**src/rtl/csr_access_unit.sv**
```systemverilog
// ---------------------------------------------------------------------------
// csr_access_unit
//   Sequencer between the execute stage and the CSR register file. It accepts
//   one decoded Zicsr instruction (CSRRW/RS/RC and the immediate forms), does
//   the read-modify-write against the CSR file, and returns the old CSR value
//   for rd. It flags illegal funct3 encodings and writes to read-only CSRs.
//
// Ports
//   clk, rst            system clock, synchronous active-high reset
//   requestValid        one-cycle request strobe, sampled only while idle
//   requestOp           funct3 (001 RW, 010 RS, 011 RC, 101 RWI, 110 RSI, 111 RCI)
//   requestAddress      CSR address
//   requestSource       rs1 value (non-immediate forms)
//   requestSourceIndex  rs1 index, or zimm for the immediate forms
//   requestDestIndex    rd index
//   busy                high from the cycle after acceptance until DONE is left
//   resultValid         one-cycle pulse with resultData / resultDestIndex
//   resultData          old CSR value (0 when the read was skipped or illegal)
//   resultDestIndex     registered rd
//   illegalInstruction  one-cycle pulse, coincident with resultValid
//   csrReadEnable       read strobe to the CSR file
//   csrWriteEnable      write strobe to the CSR file
//   csrAddress          registered CSR address, stable for the whole operation
//   csrWriteData        write value, 0 whenever csrWriteEnable is low
//   csrReadData         read data, valid READ_LATENCY cycles after csrReadEnable
// ---------------------------------------------------------------------------
module csr_access_unit #(
    parameter bit READONLY_CHECK = 1'b1,
    parameter int READ_LATENCY   = 1      // 1..3
) (
    input  logic        clk,
    input  logic        rst,
    input  logic        requestValid,
    input  logic [2:0]  requestOp,
    input  logic [11:0] requestAddress,
    input  logic [31:0] requestSource,
    input  logic [4:0]  requestSourceIndex,
    input  logic [4:0]  requestDestIndex,
    output logic        busy,
    output logic        resultValid,
    output logic [31:0] resultData,
    output logic [4:0]  resultDestIndex,
    output logic        illegalInstruction,
    output logic        csrReadEnable,
    output logic        csrWriteEnable,
    output logic [11:0] csrAddress,
    output logic [31:0] csrWriteData,
    input  logic [31:0] csrReadData
);

    typedef enum logic [2:0] {IDLE, READ, WAIT, WRITE, DONE} state_t;

    state_t      state, nextState;
    logic [1:0]  opKind;       // funct3[1:0]: 01 RW, 10 RS, 11 RC, 00 illegal
    logic [31:0] operand;
    logic [31:0] oldValue;
    logic [4:0]  destIndex;
    logic        doRead, doWrite, illegal;
    logic [1:0]  waitCount;
    logic        lastWait;

    // Decode of the incoming request; only meaningful in the accept cycle.
    logic        reqIsRw, reqDoRead, reqDoWrite, reqIllegal;
    logic [31:0] reqOperand;

    // NOTE: every always_comb output gets a default before any branch, so no
    // path leaves a signal unassigned and no latch is inferred.
    always_comb begin
        reqIsRw    = (requestOp[1:0] == 2'b01);
        reqOperand = requestOp[2] ? {27'b0, requestSourceIndex} : requestSource;
        // CSRRW with rd==x0 must not produce read side effects.
        reqDoRead  = !(reqIsRw && requestDestIndex == 5'd0);
        // CSRRS/RC with rs1==x0 (or zimm==0) must not write.
        reqDoWrite = reqIsRw || (requestSourceIndex != 5'd0);
        reqIllegal = (requestOp[1:0] == 2'b00) ||
                     (READONLY_CHECK && reqDoWrite && requestAddress[11:10] == 2'b11);
    end

    assign lastWait = (waitCount == 2'(READ_LATENCY - 1));

    // NOTE: state and datapath registers update with non-blocking assignments
    // so every register samples pre-edge values regardless of process order.
    // NOTE: the datapath registers are reset as well, because csrAddress is a
    // direct register output that must read 0 after reset.
    always_ff @(posedge clk) begin
        if (rst) begin
            state      <= IDLE;
            opKind     <= 2'b00;
            operand    <= 32'd0;
            oldValue   <= 32'd0;
            destIndex  <= 5'd0;
            csrAddress <= 12'd0;
            doRead     <= 1'b0;
            doWrite    <= 1'b0;
            illegal    <= 1'b0;
            waitCount  <= 2'd0;
        end else begin
            state <= nextState;
            case (state)
                IDLE: begin
                    if (requestValid) begin
                        opKind     <= requestOp[1:0];
                        operand    <= reqOperand;
                        destIndex  <= requestDestIndex;
                        csrAddress <= requestAddress;
                        doRead     <= reqDoRead;
                        doWrite    <= reqDoWrite;
                        illegal    <= reqIllegal;
                        oldValue   <= 32'd0;   // stays 0 when the read is skipped
                        waitCount  <= 2'd0;
                    end
                end
                WAIT: begin
                    waitCount <= waitCount + 2'd1;
                    if (lastWait) oldValue <= csrReadData;
                end
                default: ;
            endcase
        end
    end

    always_comb begin
        nextState = state;
        case (state)
            IDLE:    if (requestValid) nextState = READ;
            READ: begin
                if (illegal)     nextState = DONE;
                else if (doRead) nextState = WAIT;
                else             nextState = WRITE;
            end
            WAIT:    if (lastWait) nextState = doWrite ? WRITE : DONE;
            WRITE:   nextState = DONE;
            DONE:    nextState = IDLE;
            default: nextState = IDLE;
        endcase
    end

    always_comb begin
        busy               = (state != IDLE);
        csrReadEnable      = (state == READ) && !illegal && doRead;
        csrWriteEnable     = (state == WRITE);
        csrWriteData       = 32'd0;
        resultValid        = (state == DONE);
        resultData         = (state == DONE) ? oldValue  : 32'd0;
        resultDestIndex    = (state == DONE) ? destIndex : 5'd0;
        illegalInstruction = (state == DONE) && illegal;
        if (state == WRITE) begin
            case (opKind)
                2'b01:   csrWriteData = operand;
                2'b10:   csrWriteData = oldValue | operand;
                2'b11:   csrWriteData = oldValue & ~operand;
                default: csrWriteData = 32'd0;
            endcase
        end
    end

endmodule

```
**config.mk**
```make
export PLATFORM = sky130hd
export DESIGN_NAME = csr_access_unit
export DESIGN_NICKNAME = d
export VERILOG_FILES = /design/src/rtl/csr_access_unit.sv
export SDC_FILE = /design/constraint.sdc
export NUM_CORES = 1
export LEC_CHECK = 0
export CORE_MARGIN = 2
export CORE_UTILIZATION = 47
export CTS_CLUSTER_DIAMETER = 50
export CTS_CLUSTER_SIZE = 25
export DETAILED_ROUTE_END_ITERATION = 7
export GPL_TIMING_DRIVEN = 0
export PLACE_DENSITY = 0.86
export SETUP_SLACK_MARGIN = 0.15
export SLEW_MARGIN = 20
export SYNTH_ARGS = -nofsm -noshare
export SYNTH_HDL_FRONTEND = slang
export SYNTH_SLANG_ARGS = --single-unit
```
**constraint.sdc**
```tcl
create_clock -name clk -period 4.69 [get_ports clk]
set_clock_uncertainty 0.2 [all_clocks]
set_input_delay 1.407 -clock clk [delete_from_list [all_inputs] [get_ports clk]]
set_output_delay 1.407 -clock clk [all_outputs]
set_load 0.05 [all_outputs]
```
==> flow_metrics.tcl <==
set metrics [dict create \
    use_met3_pct 7.592 \
    peakVddDrop_v 0.0002274 \
    min_path_type "flop to flop" \
    fin_cells 919 \
    die_h_um 102.1 \
    drc 0 \
    vias 5069 \
    vias_per_cell 5.516 \
    dp_cells 903 \
    dpl-instance-area_um2 6445 \
    place_congestion 0.8571 \
    core_um2 9284 \
    slew_headroom_pct 62.25 \
    slew_violations 0 \
    synthesis.area_um2 4522 \
    clockRootBuffer "clkbuf_8" \
    final_cell_mix "clkdlybuf4s50_1 (141), nand2_1 (126), a21oi_1 (113), dfxtp_1 (91), nand3b_1 (49)" \
    cts_tree "built" \
    rr_worst_depth 7 \
    tightest_slew_ns 0.5662 \
    io_pins 178 \
    critPathLaunchType "flop" \
    syn_avg_cell_area_um2 7.562 \
    clkPwrFrac_pct 32.8 \
    die-area_um2 10420 \
    status "finished, final reports clean" \
    grt_antenna_before_repair 0 \
    fill_cells 728 \
    routedWlPerCell_um 16.58 \
    synth_edf_count 0 \
    power.total_mw 1.964 \
    n_antenna_cell 0 \
    rsz0062_at_grt "no" \
    arrival_ns 2.80 \
    yosysWarnings 0 \
    cts_setup_buffers 0 \
    hold_path_depth 2 \
    timing.reg2reg.setup_slack_ns 2.70 \
    first_iter_violations 282 \
    synth_area_leaders "dfxtp_1 (40%), a21oi_1 (13%), nand2_1 (10%)" \
    ys_ff_latch 91 \
    combinationalPowerShare_pct 23.3 \
    grt_max_degree 15 \
    area_delta_synth_final_pct 49.53 \
    synthFlopType "dfxtp_1" \
    crit_required_ns 3.08 \
    seq_power_share_pct 43.9 \
    start_util_pct 48.71 \
    async_reset_ff_share_pct 0 \
    nets 878 \
    cts-htree-levels 3 \
    hold_violations 0 \
    max_cap_viol_count 0 \
    endpoint_kind "output port" \
    grt_pass1_wl_um 23400 \
    tns_ns 0 \
    leakagePower_nw 2.784 \
    max_freq_mhz 226.9 \
    rows 35 \
    grt_pass1_vias 4934 \
    fin_crit_ns 4.407 \
    post-place-ws_ns 0.4797 \
    fin_ws_ns 0.2831 \
    grt_use_total_pct 28.54 \
    cts_max_path_buffers 2 \
    clock_latency_ns 0.36 \
    met1_usage_pct 34.68 \
    fin_util_pct 72.83 \
    dp_hpwl_um 11500 \
    ant_nets 0 \
    final_common_cell "clkdlybuf4s50_1" \
    yosys.area.top_type "dfxtp_1" \
    fp.dieW_um 102.1 \
    synthesis.nets 691 \
    clkSinkCount 91 \
    totalWireLength_um 15230 \
    synthDistinctLibCells 36 \
    synth.top_cell.area_share_pct 40.29 \
    gr-total-overflow 0 \
    cts-buffers-inserted 9 \
    final.period_utilization_pct 93.96 \
    power-per-cell-area_nw_per_um2 290.4 \
    drive_gt1_share_pct 6.203 \
    postCtsHoldBufs 0 \
    crit_path_max_fanout 10 \
    grt_util_met2_pct 49.44 \
    crit_type "flop to output port" \
    internal-power_mw 1.379 \
    syn-instance-count 598 \
    switchingPower_uw 585.1 \
    ys_seq_area_share_pct 40.29 \
    final_area_um2 6761 \
    drt-pass1-iter-count 5 \
    power.share.switching_pct 29.79 \
    port_buffers 176 \
    cts.clk_slew.worst_paths_ns 0.09 \
    holdWs_ns 0.2597 \
    final-setup-viol-count 0 \
    cts_resized 7 \
    grt.busiest_layer "met2" \
]
==> state kept, by name (all words and copies together), names as in the netlist <==
register and count:
state 3, waitCount 2, destIndex 5, operand 32
doWrite 1, illegal 1, csrAddress 12, opKind 2
oldValue 32, doRead 1
==> cells by family (layout without fill, tap and decap cells) <==
family | Yosys count | count (layout) | share of synthesized area [%]
AOI/OAI and AO/OA | 141 | 141 | 16.71
xor gates and xnor gates | 1 | 1 | 0.1937
adders and majority gates | 1 | 1 | 0.2767
buffers and inverters | 58 | 250 | 6.004
DFF | 91 | 91 | 40.29
muxes | 6 | 6 | 1.356
and+or+nand+nor | 300 | 300 | 35.17
==> worst paths after layout <==
check / from / end
worst max-delay path: state[0]$_SDFFE_PP0P_ / resultData[23]
worst min-delay path: csrAddress[7]$_SDFFE_PP0P_ / csrAddress[7]$_SDFFE_PP0P_
worst max register to register: waitCount[0]$_SDFFE_PP0P_ / oldValue[19]$_SDFFE_PP0P_
worst min register to register: csrAddress[7]$_SDFFE_PP0P_ / csrAddress[7]$_SDFFE_PP0P_
==> layout make-up <==
cell class | instances | area, um2 | area share (%)
flip-flops and latches | 91 | 1822 | 26.94
clock buffers | 12 | 145.1 | 2.147
inverters | 4 | 15.01 | 0.2221
well taps | 129 | 161.4 | 2.387
multi-input cells | 449 | 2436 | 36.03
plain buffers | 54 | 257.7 | 3.812
repair buffers | 176 | 1827 | 27.02
clock inverters | 4 | 97.59 | 1.443
==> worst max-delay path, stage by stage, from the launching register on <==
cell and delay, ns:
dfxtp_1 0.36, clkbuf_1 0.22, nor3b_2 0.27, clkbuf_2 0.27
clkbuf_1 0.35, and2_1 0.18, clkdlybuf4s50_1 0.80
==> power by group through the flow <==
stage	Sequential, mW	Clock [mW]	Combinational [mW]
finish	0.863	0.644	0.457
global route	0.869	0.680	0.491
CTS	0.862	0.645	0.453
detailed placement	0.879	0	0.450
global placement	0.875	0	0.437
floorplan	0.902	0	0.234
==> routing by layer <==
layer  vias up  wire length (um)
met3        21              1357
met4         0               250
li1       2404                 -
met2       229              7645
met1      2415              5980
met5         -                 0
==> cells in the mapped netlist (9+ instances only) <==
master and instances:
nand3_1 36, o211ai_1 10, nor2_1 14, nor2b_1 14, nand3b_1 49, clkbuf_1 33, o21ai_0 9, and2_1 38
buf_2 13, dfxtp_1 91, a21oi_1 113, nand2_1 126, or2_2 10
Power figures use the tool's default switching activity.
